`src/rtl/dac_spi_driver_pkg.sv`:
```
// Shared constants and types for the vector display DAC path.
// Holds sample width, DAC frame layout and the driver FSM states.
package vector_pkg;

    localparam int OUT_WIDTH  = 8;
    localparam int DAC_BITS   = 12;
    localparam int FRAME_BITS = 16;

    // {ch, 0, GA_n, SHDN_n}: channel A/B, 1x gain, output active
    localparam logic [3:0] PFX_A = 4'b0011;
    localparam logic [3:0] PFX_B = 4'b1011;

    typedef enum logic [2:0] {
        IDLE,
        SHIFT_A,
        GAP,
        SHIFT_B,
        LATCH
    } dac_state_e;

    function automatic logic [FRAME_BITS-1:0] make_frame(
        input logic [3:0]          pfx,
        input logic [DAC_BITS-1:0] code
    );
        return {pfx, code};
    endfunction

endpackage

```
`src/rtl/dac_spi_driver_if.sv`:
```
// Sample handshake between the game core and the DAC driver.
// The core is the master; the driver is the slave.
interface dac_spi_driver_if #(
    parameter int OUT_WIDTH = vector_pkg::OUT_WIDTH
) ();

    logic                 sample_valid;
    logic                 sample_ready;
    logic [OUT_WIDTH-1:0] xin;
    logic [OUT_WIDTH-1:0] yin;

    modport master (
        output sample_valid,
        output xin,
        output yin,
        input  sample_ready
    );

    modport slave (
        input  sample_valid,
        input  xin,
        input  yin,
        output sample_ready
    );

endinterface

```
`src/rtl/dac_spi_driver_frame_tx.sv`:
```
// Shifts one 16-bit SPI word out MSB first, SCLK idle low.
// done is high in the last cycle of bit 0, before SCLK falls.
module spi_frame_tx #(
    parameter int CLK_DIV = 2
) (
    input  logic        clk,
    input  logic        rst_n,
    input  logic        start,
    input  logic [15:0] word,
    output logic        sclk,
    output logic        mosi,
    output logic        done
);

    import vector_pkg::*;

    localparam int DW = (CLK_DIV > 1) ? $clog2(CLK_DIV) : 1;
    localparam logic [DW-1:0] DIV_LAST = DW'(CLK_DIV - 1);

    logic          busy_q, busy_d;
    logic          sclk_q, sclk_d;
    logic          mosi_q, mosi_d;
    logic [14:0]   rest_q, rest_d;
    logic [3:0]    bit_q,  bit_d;
    logic [DW-1:0] div_q,  div_d;
    logic          half_end;

    assign half_end = (div_q == DIV_LAST);

    // Half-period timing, bit counting and data shifting
    always_comb begin
        busy_d = busy_q;
        sclk_d = sclk_q;
        mosi_d = mosi_q;
        rest_d = rest_q;
        bit_d  = bit_q;
        div_d  = div_q;
        done   = 1'b0;
        if (start) begin
            busy_d = 1'b1;
            sclk_d = 1'b0;
            mosi_d = word[FRAME_BITS-1];
            rest_d = word[14:0];
            bit_d  = 4'd15;
            div_d  = '0;
        end else if (busy_q) begin
            div_d = div_q + 1'b1;
            if (half_end) begin
                div_d = '0;
                if (!sclk_q) begin
                    sclk_d = 1'b1;
                end else begin
                    sclk_d = 1'b0;
                    if (bit_q == 4'd0) begin
                        busy_d = 1'b0;
                        mosi_d = 1'b0;
                        done   = 1'b1;
                    end else begin
                        bit_d  = bit_q - 1'b1;
                        mosi_d = rest_q[14];
                        rest_d = {rest_q[13:0], 1'b0};
                    end
                end
            end
        end
    end

    // Shifter state register
    always_ff @(posedge clk) begin
        if (!rst_n) begin
            busy_q <= 1'b0;
            sclk_q <= 1'b0;
            mosi_q <= 1'b0;
            rest_q <= '0;
            bit_q  <= '0;
            div_q  <= '0;
        end else begin
            busy_q <= busy_d;
            sclk_q <= sclk_d;
            mosi_q <= mosi_d;
            rest_q <= rest_d;
            bit_q  <= bit_d;
            div_q  <= div_d;
        end
    end

    assign sclk = sclk_q;
    assign mosi = mosi_q;

endmodule

```
`src/rtl/dac_spi_driver.sv`:
```
// Dual-channel SPI DAC driver: X to channel A, Y to channel B,
// then an LDAC strobe so both deflection channels move together.
module dac_spi_driver #(
    parameter int OUT_WIDTH = vector_pkg::OUT_WIDTH,
    parameter int CLK_DIV   = 2
) (
    input  logic               clk,
    input  logic               rst_n,
    dac_spi_driver_if.slave    smp,
    output logic               dac_cs_n,
    output logic               dac_sclk,
    output logic               dac_mosi,
    output logic               dac_ldac_n
);

    import vector_pkg::*;

    if (OUT_WIDTH < 1 || OUT_WIDTH > DAC_BITS || CLK_DIV < 1) begin : g_bad_cfg
        $error("dac_spi_driver: need 1<=OUT_WIDTH<=12 and CLK_DIV>=1");
    end

    localparam int GW = (CLK_DIV > 1) ? $clog2(2 * CLK_DIV) : 1;
    localparam logic [GW-1:0] GAP_LAST = GW'(2 * CLK_DIV - 1);

    dac_state_e           state_q,  state_d;
    logic [GW-1:0]        cnt_q,    cnt_d;
    logic [OUT_WIDTH-1:0] y_q,      y_d;
    logic                 cs_n_q,   cs_n_d;
    logic                 ldac_n_q, ldac_n_d;
    logic                 ready_q,  ready_d;

    logic                  accept;
    logic                  tx_start;
    logic [FRAME_BITS-1:0] tx_word;
    logic                  tx_done;
    logic [DAC_BITS-1:0]   code_x;
    logic [DAC_BITS-1:0]   code_y;

    // Samples are left-aligned so the top bits drive the full DAC span
    assign code_x = DAC_BITS'(smp.xin) << (DAC_BITS - OUT_WIDTH);
    assign code_y = DAC_BITS'(y_q) << (DAC_BITS - OUT_WIDTH);
    assign accept = (state_q == IDLE) && ready_q && smp.sample_valid;

    // Frame sequencing: A, gap, B, latch strobe, back to idle
    always_comb begin
        state_d  = state_q;
        cnt_d    = cnt_q;
        y_d      = y_q;
        cs_n_d   = cs_n_q;
        ldac_n_d = ldac_n_q;
        ready_d  = ready_q;
        tx_start = 1'b0;
        tx_word  = make_frame(PFX_A, code_x);
        unique case (state_q)
            IDLE: begin
                ready_d = 1'b1;
                if (accept) begin
                    y_d      = smp.yin;
                    tx_start = 1'b1;
                    tx_word  = make_frame(PFX_A, code_x);
                    cs_n_d   = 1'b0;
                    ready_d  = 1'b0;
                    state_d  = SHIFT_A;
                end
            end
            SHIFT_A: begin
                if (tx_done) begin
                    cs_n_d  = 1'b1;
                    cnt_d   = '0;
                    state_d = GAP;
                end
            end
            GAP: begin
                cnt_d = cnt_q + 1'b1;
                if (cnt_q == GAP_LAST) begin
                    tx_start = 1'b1;
                    tx_word  = make_frame(PFX_B, code_y);
                    cs_n_d   = 1'b0;
                    state_d  = SHIFT_B;
                end
            end
            SHIFT_B: begin
                if (tx_done) begin
                    cs_n_d   = 1'b1;
                    ldac_n_d = 1'b0;
                    cnt_d    = '0;
                    state_d  = LATCH;
                end
            end
            LATCH: begin
                cnt_d = cnt_q + 1'b1;
                if (cnt_q == GAP_LAST) begin
                    ldac_n_d = 1'b1;
                    ready_d  = 1'b1;
                    state_d  = IDLE;
                end
            end
            default: begin
                state_d = IDLE;
            end
        endcase
    end

    // FSM and output registers; reset drops any transfer in flight
    always_ff @(posedge clk) begin
        if (!rst_n) begin
            state_q  <= IDLE;
            cnt_q    <= '0;
            y_q      <= '0;
            cs_n_q   <= 1'b1;
            ldac_n_q <= 1'b1;
            ready_q  <= 1'b0;
        end else begin
            state_q  <= state_d;
            cnt_q    <= cnt_d;
            y_q      <= y_d;
            cs_n_q   <= cs_n_d;
            ldac_n_q <= ldac_n_d;
            ready_q  <= ready_d;
        end
    end

    spi_frame_tx #(
        .CLK_DIV (CLK_DIV)
    ) u_tx (
        .clk   (clk),
        .rst_n (rst_n),
        .start (tx_start),
        .word  (tx_word),
        .sclk  (dac_sclk),
        .mosi  (dac_mosi),
        .done  (tx_done)
    );

    assign smp.sample_ready = ready_q;
    assign dac_cs_n         = cs_n_q;
    assign dac_ldac_n       = ldac_n_q;

endmodule
```
`src/flat_wrapper.sv`:
```
// flat-port wrapper written by rule: the top's interface ports become plain ports
module dac_spi_driver_flat import vector_pkg::*;
#(
    parameter int OUT_WIDTH = vector_pkg::OUT_WIDTH,
    parameter int CLK_DIV   = 2
)
  (clk, rst_n, dac_cs_n, dac_sclk, dac_mosi, dac_ldac_n, smp_sample_valid, smp_xin, smp_yin, smp_sample_ready);
  dac_spi_driver_if #(.OUT_WIDTH(OUT_WIDTH)) smp_i ();
  input  logic clk;
  input  logic rst_n;
  output logic dac_cs_n;
  output logic dac_sclk;
  output logic dac_mosi;
  output logic dac_ldac_n;
  input wire logic [$bits(smp_i.sample_valid)-1:0] smp_sample_valid;
  input wire logic [$bits(smp_i.xin)-1:0] smp_xin;
  input wire logic [$bits(smp_i.yin)-1:0] smp_yin;
  output wire logic [$bits(smp_i.sample_ready)-1:0] smp_sample_ready;
  assign smp_i.sample_valid = smp_sample_valid;
  assign smp_i.xin = smp_xin;
  assign smp_i.yin = smp_yin;
  assign smp_sample_ready = smp_i.sample_ready;
  dac_spi_driver #(.OUT_WIDTH(OUT_WIDTH), .CLK_DIV(CLK_DIV)) u_core (.clk(clk), .rst_n(rst_n), .smp(smp_i), .dac_cs_n(dac_cs_n), .dac_sclk(dac_sclk), .dac_mosi(dac_mosi), .dac_ldac_n(dac_ldac_n));
endmodule
```
`config.mk`:
```
export PLATFORM = sky130hd
export DESIGN_NAME = dac_spi_driver_flat
export DESIGN_NICKNAME = d
export VERILOG_FILES = /design/src/rtl/dac_spi_driver_pkg.sv /design/src/rtl/dac_spi_driver_if.sv /design/src/rtl/dac_spi_driver_frame_tx.sv /design/src/rtl/dac_spi_driver.sv /design/src/flat_wrapper.sv
export SDC_FILE = /design/constraint.sdc
export NUM_CORES = 1
export LEC_CHECK = 0
export ABC_AREA = 1
export BUFFER_PORTS_ARGS = -buffer_cell sky130_fd_sc_hd__buf_2
export CAP_MARGIN = 10
export CORE_UTILIZATION = 60
export DETAILED_ROUTE_END_ITERATION = 8
export GPL_TIMING_DRIVEN = 0
export PLACE_DENSITY_LB_ADDON = 0.08
export SYNTH_ARGS = -nofsm -noshare
export SYNTH_HDL_FRONTEND = slang
export SYNTH_SLANG_ARGS = --single-unit
```
`constraint.sdc`:
```
create_clock -name clk -period 2.1 [get_ports clk]
set_input_delay 0 -clock clk [delete_from_list [all_inputs] [get_ports clk]]
set_output_delay 0 -clock clk [all_outputs]
set_load 0.01 [all_outputs]
```
==> impl_metrics.py, run 1 <==
metrics = {
    "status": {
        "outcome": "completed",
    },
    "hold_path": {
        "hold_class": "input port to flop",
    },
    "drt": {
        "vias": 1601,
        "avgViaCountPerCell": 5.21,
        "drt_iter0_drc": 51,
        "dr.pass1.iters": 6,
        "drc_errors": 0,
        "totalWireLength_um": 3620,
        "drt-wirelength-per-cell_um": 11.8,
        "ant_nets": 0,
    },
    "sta": {
        "tightest_slew_ns": 0.503,
        "hold_violations": 0,
        "layout_min_cycle_time_ns": 1.53,
        "fin_skew_ns": 0.00680,
        "fmax_mhz": 654,
        "fin_crit_sh_pct": 72.8,
        "setup_viol": 0,
        "fin_ws_ns": 0.570,
        "relSlewSlack_pct": 66.4,
        "rsz0062_at_grt": "no",
        "setup-tns-final_ns": 0,
        "slew_viol_final": 0,
        "whs_ns": 0.0106,
    },
    "placed_design": {
        "hpwl_um": 2360,
        "preCtsSetupSlack_ns": 0.606,
        "place_congestion": 0.862,
        "place_area_um2": 1810,
        "portBuffers": 22,
    },
    "cts": {
        "hold_buffers": 13,
        "cts_resized": 0,
        "cts_max_level": 2,
        "clkSinkCount": 35,
        "cts-root-buf": "clkbuf_4",
        "clkTransAtPathRegs_ns": 0.11,
        "numCtsBuffers": 5,
        "postCtsSetupBuffers": 0,
        "cts_tree": "done",
        "ctsLongestPathBuffers": 2,
        "clk_latency_ns": 0.35,
    },
    "global_route": {
        "grtUsageMet1_pct": 32.6,
        "grt_remaining_overflow": 0,
        "grt_pass1_wl_um": 5490,
        "met3_usage_pct": 6.39,
        "grt_max_degree": 11,
        "track_usage_pct": 26.9,
        "antenna_found_initial": 0,
        "busiest_layer": "met2",
        "use_met2_pct": 43.4,
        "grt_pass1_vias": 1292,
    },
    "floorplan": {
        "die-area_um2": 2990,
        "die_y_um": 54.7,
        "start_util_pct": 65.4,
        "core_um2": 2540,
        "die_x_um": 54.7,
        "row_count": 18,
        "num_io_pins": 24,
    },
    "synth": {
        "synth_edf_count": 0,
        "yosysTopAreaCell": "dfxtp_1",
        "ys_ff_latch": 35,
        "synth_nets": 256,
        "syn_avg_cell_area_um2": 7.12,
        "yosysUniqueCellTypes": 28,
        "netlist_area_um2": 1670,
        "synth.most_common_cell": "nand2_1",
        "ys.flop_type": "dfxtp_1",
        "ys_seq_area_share_pct": 42.1,
        "yosys-top-cells-area": "dfxtp_1 (42%), nand2_1 (14%), inv_1 (8.1%)",
        "yosys-top-cells-count": "nand2_1 (63), inv_1 (36), dfxtp_1 (35)",
        "yosysWarningCount": 0,
        "syn_inst": 234,
        "synthArstFlopShare_pct": 0,
        "synth_top_area_share_pct": 42.1,
    },
    "setup_path": {
        "required_ns": 2.40,
        "worstSetupStartpointType": "flop",
        "worstSetupPathType": "flop to flop",
        "arrival_ns": 1.83,
        "cp_max_fo": 10,
        "end_kind": "flop",
    },
    "power": {
        "powerDensity_nw_per_um2": 670,
        "pwr-share-seq_pct": 53.8,
        "pwr-share-clk_pct": 31.7,
        "power_leakage_nw": 0.953,
        "peakVddDrop_v": 0.000640,
        "power.switching_mw": 0.365,
        "netSwitchingFraction_pct": 27.0,
        "p_int_mw": 0.984,
        "combPwrFrac_pct": 14.5,
    },
    "layout": {
        "layout-drive-gt1-share_pct": 16.6,
        "antennaDiodeCount": 0,
        "syn2layout_area_growth_pct": 20.8,
        "nets": 298,
        "stdcell_area_um2": 2010,
    },
    "run": {
        "maxCapViolCount": 0,
    },
}
[power groups by stage]
stage	Sequential, mW	Clock, mW	Combinational [mW]
3_3_place_gp	0.739	0	0.170
4_1_cts	0.725	0.427	0.191
5_1_grt	0.730	0.451	0.219
6_report	0.726	0.428	0.195
2_1_floorplan	0.738	0	0.124
3_5_place_dp	0.741	0	0.172
[cell usage in the layout (no fill, tap or decap), drive strengths merged]
| cell | netlist | final |
|---|---|---|
| a211oi | 1 | 1 |
| ha | 3 | 3 |
| o21bai | 1 | 1 |
| nor2 | 17 | 17 |
| a41oi | 1 | 1 |
| o211ai | 8 | 8 |
| o31ai | 1 | 1 |
| buf | 3 | 25 |
| nand4 | 1 | 1 |
| a21oi | 20 | 20 |
| o2111ai | 1 | 1 |
| o21ai | 14 | 14 |
| clkbuf | 3 | 11 |
| nand3 | 15 | 15 |
| dfxtp | 35 | 35 |
| nand2 | 65 | 65 |
| inv | 40 | 40 |
| dlygate4sd3 | 0 | 13 |
| nor3 | 5 | 5 |
[flip-flops by register name, indices dropped and copies added (netlist names)]
name,cells
u_core.cnt_q,2
u_core.dac_cs_n,1
u_core.dac_ldac_n,1
u_core.smp.sample_ready,1
u_core.state_q,3
u_core.u_tx.bit_q,4
u_core.u_tx.busy_q,1
u_core.u_tx.div_q,1
u_core.u_tx.mosi,1
u_core.u_tx.rest_q,11
u_core.u_tx.sclk,1
u_core.y_q,8
[cells by family (layout without fill, tap and decap cells)]
kind of cell / count (synthesis) / count (layout) / share of synthesized area [%]
compound gates: 47 / 47 / 16.2
fa+ha+maj: 3 / 3 / 2.25
buf+inv: 46 / 89 / 11.1
flops: 35 / 35 / 42.1
simple gates: 103 / 103 / 28.3
[routing by layer]
layer / up-vias / wire [µm] / share of wire (%)
li1: 835 / - / -
met1: 711 / 1660 / 46
met2: 49 / 1700 / 47
met3: 6 / 206 / 5.7
met4: 0 / 47 / 1.3
met5: - / 0 / 0
[critical path, stage by stage, from the launching register on]
cell and delay, ns:
dfxtp_1 0.34, inv_1 0.09, ha_1 0.20, nand2_1 0.10, nand2_2 0.14, inv_2 0.09, nor2_4 0.23, nand2_1 0.08
nand3_1 0.09, nand2_1 0.06, inv_1 0.07
[per-stage QoR]
stage | cells | total power [mW] | utilization [%]
2_1_floorplan | 234 | 0.862 | -
6_report | 307 | 1.35 | 79.1
5_1_grt | 307 | 1.40 | 79.1
3_3_place_gp | 286 | 0.909 | 71.2
3_5_place_dp | 286 | 0.913 | 71.2
4_1_cts | 307 | 1.34 | 79.1
[final timing paths]
kind                           from                endpoint  slack, ns  cells after the start
min                      smp_xin[2]   u_core.u_tx.rest_q[6]       0.01                      5
max reg2reg    u_core.u_tx.bit_q[0]   u_core.u_tx.rest_q[8]       0.57                     10
max            u_core.u_tx.bit_q[0]   u_core.u_tx.rest_q[8]       0.57                     10
min reg2reg  u_core.u_tx.rest_q[12]  u_core.u_tx.rest_q[13]       0.46                      2
[layout make-up]
cell class / count / area [µm²]
multi-input cells: 153 / 779
flip-flops and latches: 35 / 701
fillers: 205 / 533
repair buffers: 35 / 240
inverters: 40 / 150
clock buffers: 8 / 68.8
well taps: 30 / 37.5
plain buffers: 6 / 35.0
Note: power is estimated with default switching activity, not from simulation.
==> inputs of run 2 (changes only) <==
--- a/config.mk
+++ b/config.mk
@@ -8,7 +8,7 @@
 export ABC_AREA = 1
 export BUFFER_PORTS_ARGS = -buffer_cell sky130_fd_sc_hd__buf_2
 export CAP_MARGIN = 10
-export CORE_UTILIZATION = 60
+export CORE_UTILIZATION = 50
 export DETAILED_ROUTE_END_ITERATION = 8
 export GPL_TIMING_DRIVEN = 0
 export PLACE_DENSITY_LB_ADDON = 0.08
==> constraint.sdc (replaced) <==
create_clock -name clk -period 1.2 [get_ports clk]
set_input_delay 0 -clock clk [delete_from_list [all_inputs] [get_ports clk]]
set_output_delay 0 -clock clk [all_outputs]
set_load 0.01 [all_outputs]
==> run 2 against run 1 <==
  * The run now ends with negative setup slack left
  * Global-route usage is 2.9 points lower
  * Via count is 6.6% higher
  * Flip-flop and latch count stayed put
  * Sequential share of layout area is 4.7 points lower
  * First-iteration DRC count is 33% higher
  * Final area is 20% higher
  * Largest cell class unchanged
  * Largest power group unchanged
==> impl_metrics.py, run 2 (synthesized netlist as in run 1, its figures left out) <==
metrics = {
    "sta": {
        "fin_skew_ns": 0.00842,
        "fin_crit_sh_pct": 113,
        "setup_viol": 30,
        "relSlewSlack_pct": 57.7,
        "fmax_mhz": 736,
        "fin_ws_ns": -0.159,
        "hold_violations": 0,
        "tightest_slew_ns": 0.634,
        "slew_viol_final": 0,
        "layout_min_cycle_time_ns": 1.36,
        "rsz0062_at_grt": "yes",
    },
    "setup_path": {
        "r2r_slack_ns": -0.16,
        "arrival_ns": 1.64,
        "ff2ff_path_depth": 9,
        "cp_max_fo": 6,
        "r2r-start": "u_core.state_q[0]",
        "required_ns": 1.48,
        "worstSetupStartpointType": "flop",
        "end_kind": "flop",
        "worstSetupPathType": "flop to flop",
        "rr_endpoint": "u_core.state_q[1]",
    },
    "global_route": {
        "grt_pass1_vias": 1522,
        "grt_remaining_overflow": 0,
        "grt_pass1_wl_um": 6270,
        "track_usage_pct": 24.0,
        "grt_max_degree": 12,
        "antenna_found_initial": 0,
    },
    "layout": {
        "mostFrequentLayoutCells": "nand2_1 (51), inv_1 (33), dfxtp_1 (24)",
        "layout_commonest_cell": "nand2_1",
        "regArea_um2": 724,
        "fill_cells": 247,
        "antennaDiodeCount": 0,
        "layout-drive-gt1-share_pct": 37.5,
        "reg.largest.list": "u_core.u_tx.rest_q x11, u_core.y_q x8, u_core.u_tx.bit_q x4",
        "syn2layout_area_growth_pct": 44.4,
        "largest_reg_flops": 11,
        "nets": 314,
        "fin_util_pct": 77.5,
        "regMostFlops": "u_core.u_tx.rest_q",
        "multiInputGateArea_um2": 956,
    },
    "cts": {
        "cts_max_level": 2,
        "cts-root-buf": "clkbuf_4",
        "numCtsBuffers": 5,
        "ctsLongestPathBuffers": 2,
        "clkSinkCount": 35,
        "clk_latency_ns": 0.34,
        "cts_tree": "done",
        "clkTransAtPathRegs_ns": 0.11,
    },
    "status": {
        "outcome": "complete, but fails checks",
        "violations": "negative setup slack",
    },
    "placed_design": {
        "place_congestion": 0.815,
        "portBuffers": 22,
        "hpwl_um": 2490,
    },
    "floorplan": {
        "start_util_pct": 53.7,
        "die_y_um": 59.7,
        "die-area_um2": 3570,
        "die_x_um": 59.7,
        "core_um2": 3100,
        "row_count": 20,
        "num_io_pins": 24,
    },
    "power": {
        "p_total_mw": 2.66,
        "combPwrFrac_pct": 18.3,
        "pwr-share-seq_pct": 48.0,
        "power_leakage_nw": 1.09,
        "p_int_mw": 1.95,
        "peakVddDrop_v": 0.00106,
        "netSwitchingFraction_pct": 26.6,
        "powerDensity_nw_per_um2": 1100,
        "power.switching_mw": 0.707,
        "pwr-share-clk_pct": 33.7,
    },
    "hold_path": {
        "whs_path_depth": 5,
        "min_to": "u_core.u_tx.rest_q[10]",
        "holdCritStartpoint": "smp_xin[6]",
        "hold_class": "input port to flop",
    },
    "drt": {
        "vias": 1706,
        "dr.pass1.iters": 4,
        "drt_iter0_drc": 68,
        "ant_nets": 0,
        "avgViaCountPerCell": 5.06,
        "drc_errors": 0,
        "drt-wirelength-per-cell_um": 11.8,
        "totalWireLength_um": 3980,
    },
    "run": {
        "maxCapViolCount": 0,
    },
}
[run 2: cell count changes in the layout (fill, tap and decap cells not counted), moves of 4 or more]
cell / delta
buf_4: +13
nand2_1: -12
dfxtp_1: -11
nand2_2: +10
o21ai_0: -8
a21oi_1: -7
a21oi_2: +7
dfxtp_2: +7
o21ai_2: +5
buf_6: +4
dfxtp_4: +4
[run 2: through the flow]
step           setup WS (ns)  TNS, ns  instance area (µm²)  hold slack (ns)  cells
6_report              -0.159    -2.24                 2400          0.00719    337
2_1_floorplan        -0.0102  -0.0525                 1740            0.191    234
4_1_cts               -0.127    -1.71                 2280          0.00253    334
3_5_place_dp          -0.206    -3.44                 1910            0.287    300
3_3_place_gp          -0.207    -3.21                 1910            0.277    300
5_1_grt               -0.242    -4.57                 2400           0.0174    337
[run 2: timing repair]
| action | CTS | global route |
|---|---|---|
| hold buffers | 11 | 0 |
| cloned | 0 | 0 |
| buffers inserted | 15 | 3 |
| resized for setup | 25 | 34 |
| endpoints found under the hold margin | 11 | 0 |
| pin swaps | 11 | 7 |
| setup endpoints to repair | 31 | 33 |
[run 2: cell type report]
cell class	count	share of cell area [%]
Buffer	6	2.19
Clock buffer	6	2.13
Clock inverter	2	1.46
Inverter	40	6.66
Multi-Input combinational cell	153	39.8
Sequential cell	35	30.1
Tap cell	44	2.29
Timing Repair Buffer	51	15.4
[run 2: power by group through the flow]
| stage | clock [mW] | sequential, mW | combinational, mW |
|---|---|---|---|
| CTS | 0.911 | 1.27 | 0.418 |
| floorplan | 0 | 1.30 | 0.239 |
| finish | 0.896 | 1.27 | 0.486 |
| global placement | 0 | 1.30 | 0.325 |
| detailed placement | 0 | 1.30 | 0.329 |
| global route | 0.963 | 1.28 | 0.533 |
[run 2: metal layers]
metal	wire (µm)	GRT usage, %	up-vias	share of wire (%)
met5	0	0	-	0
met4	49	7.31	0	1.2
met3	219	6.93	5	5.5
met2	2000	43.2	50	50
met1	1710	27.2	786	43
li1	-	-	865	-
[run 2: worst max-delay path by stage]
stage	depth (start not counted)	end	slack (ns)	from
2_1_floorplan	8	u_core.u_tx.rest_q[10]	-0.01	u_core.state_q[0]
3_3_place_gp	8	u_core.u_tx.rest_q[9]	-0.21	u_core.state_q[0]
3_5_place_dp	8	u_core.u_tx.rest_q[9]	-0.21	u_core.state_q[0]
4_1_cts	8	u_core.u_tx.rest_q[8]	-0.13	u_core.state_q[2]
5_1_grt	8	u_core.u_tx.rest_q[9]	-0.24	u_core.cnt_q[1]
6_report	9	u_core.state_q[1]	-0.16	u_core.state_q[0]
[run 2: worst max-delay path, stage by stage, from the launching register on]
cell     delay, ns
dfxtp_4       0.38
nor2_4        0.18
nand3_4       0.16
nand2_8       0.13
inv_2         0.08
nand2_2       0.07
nand2_2       0.08
nand3_1       0.08
nand2_1       0.05
nor2_1        0.10
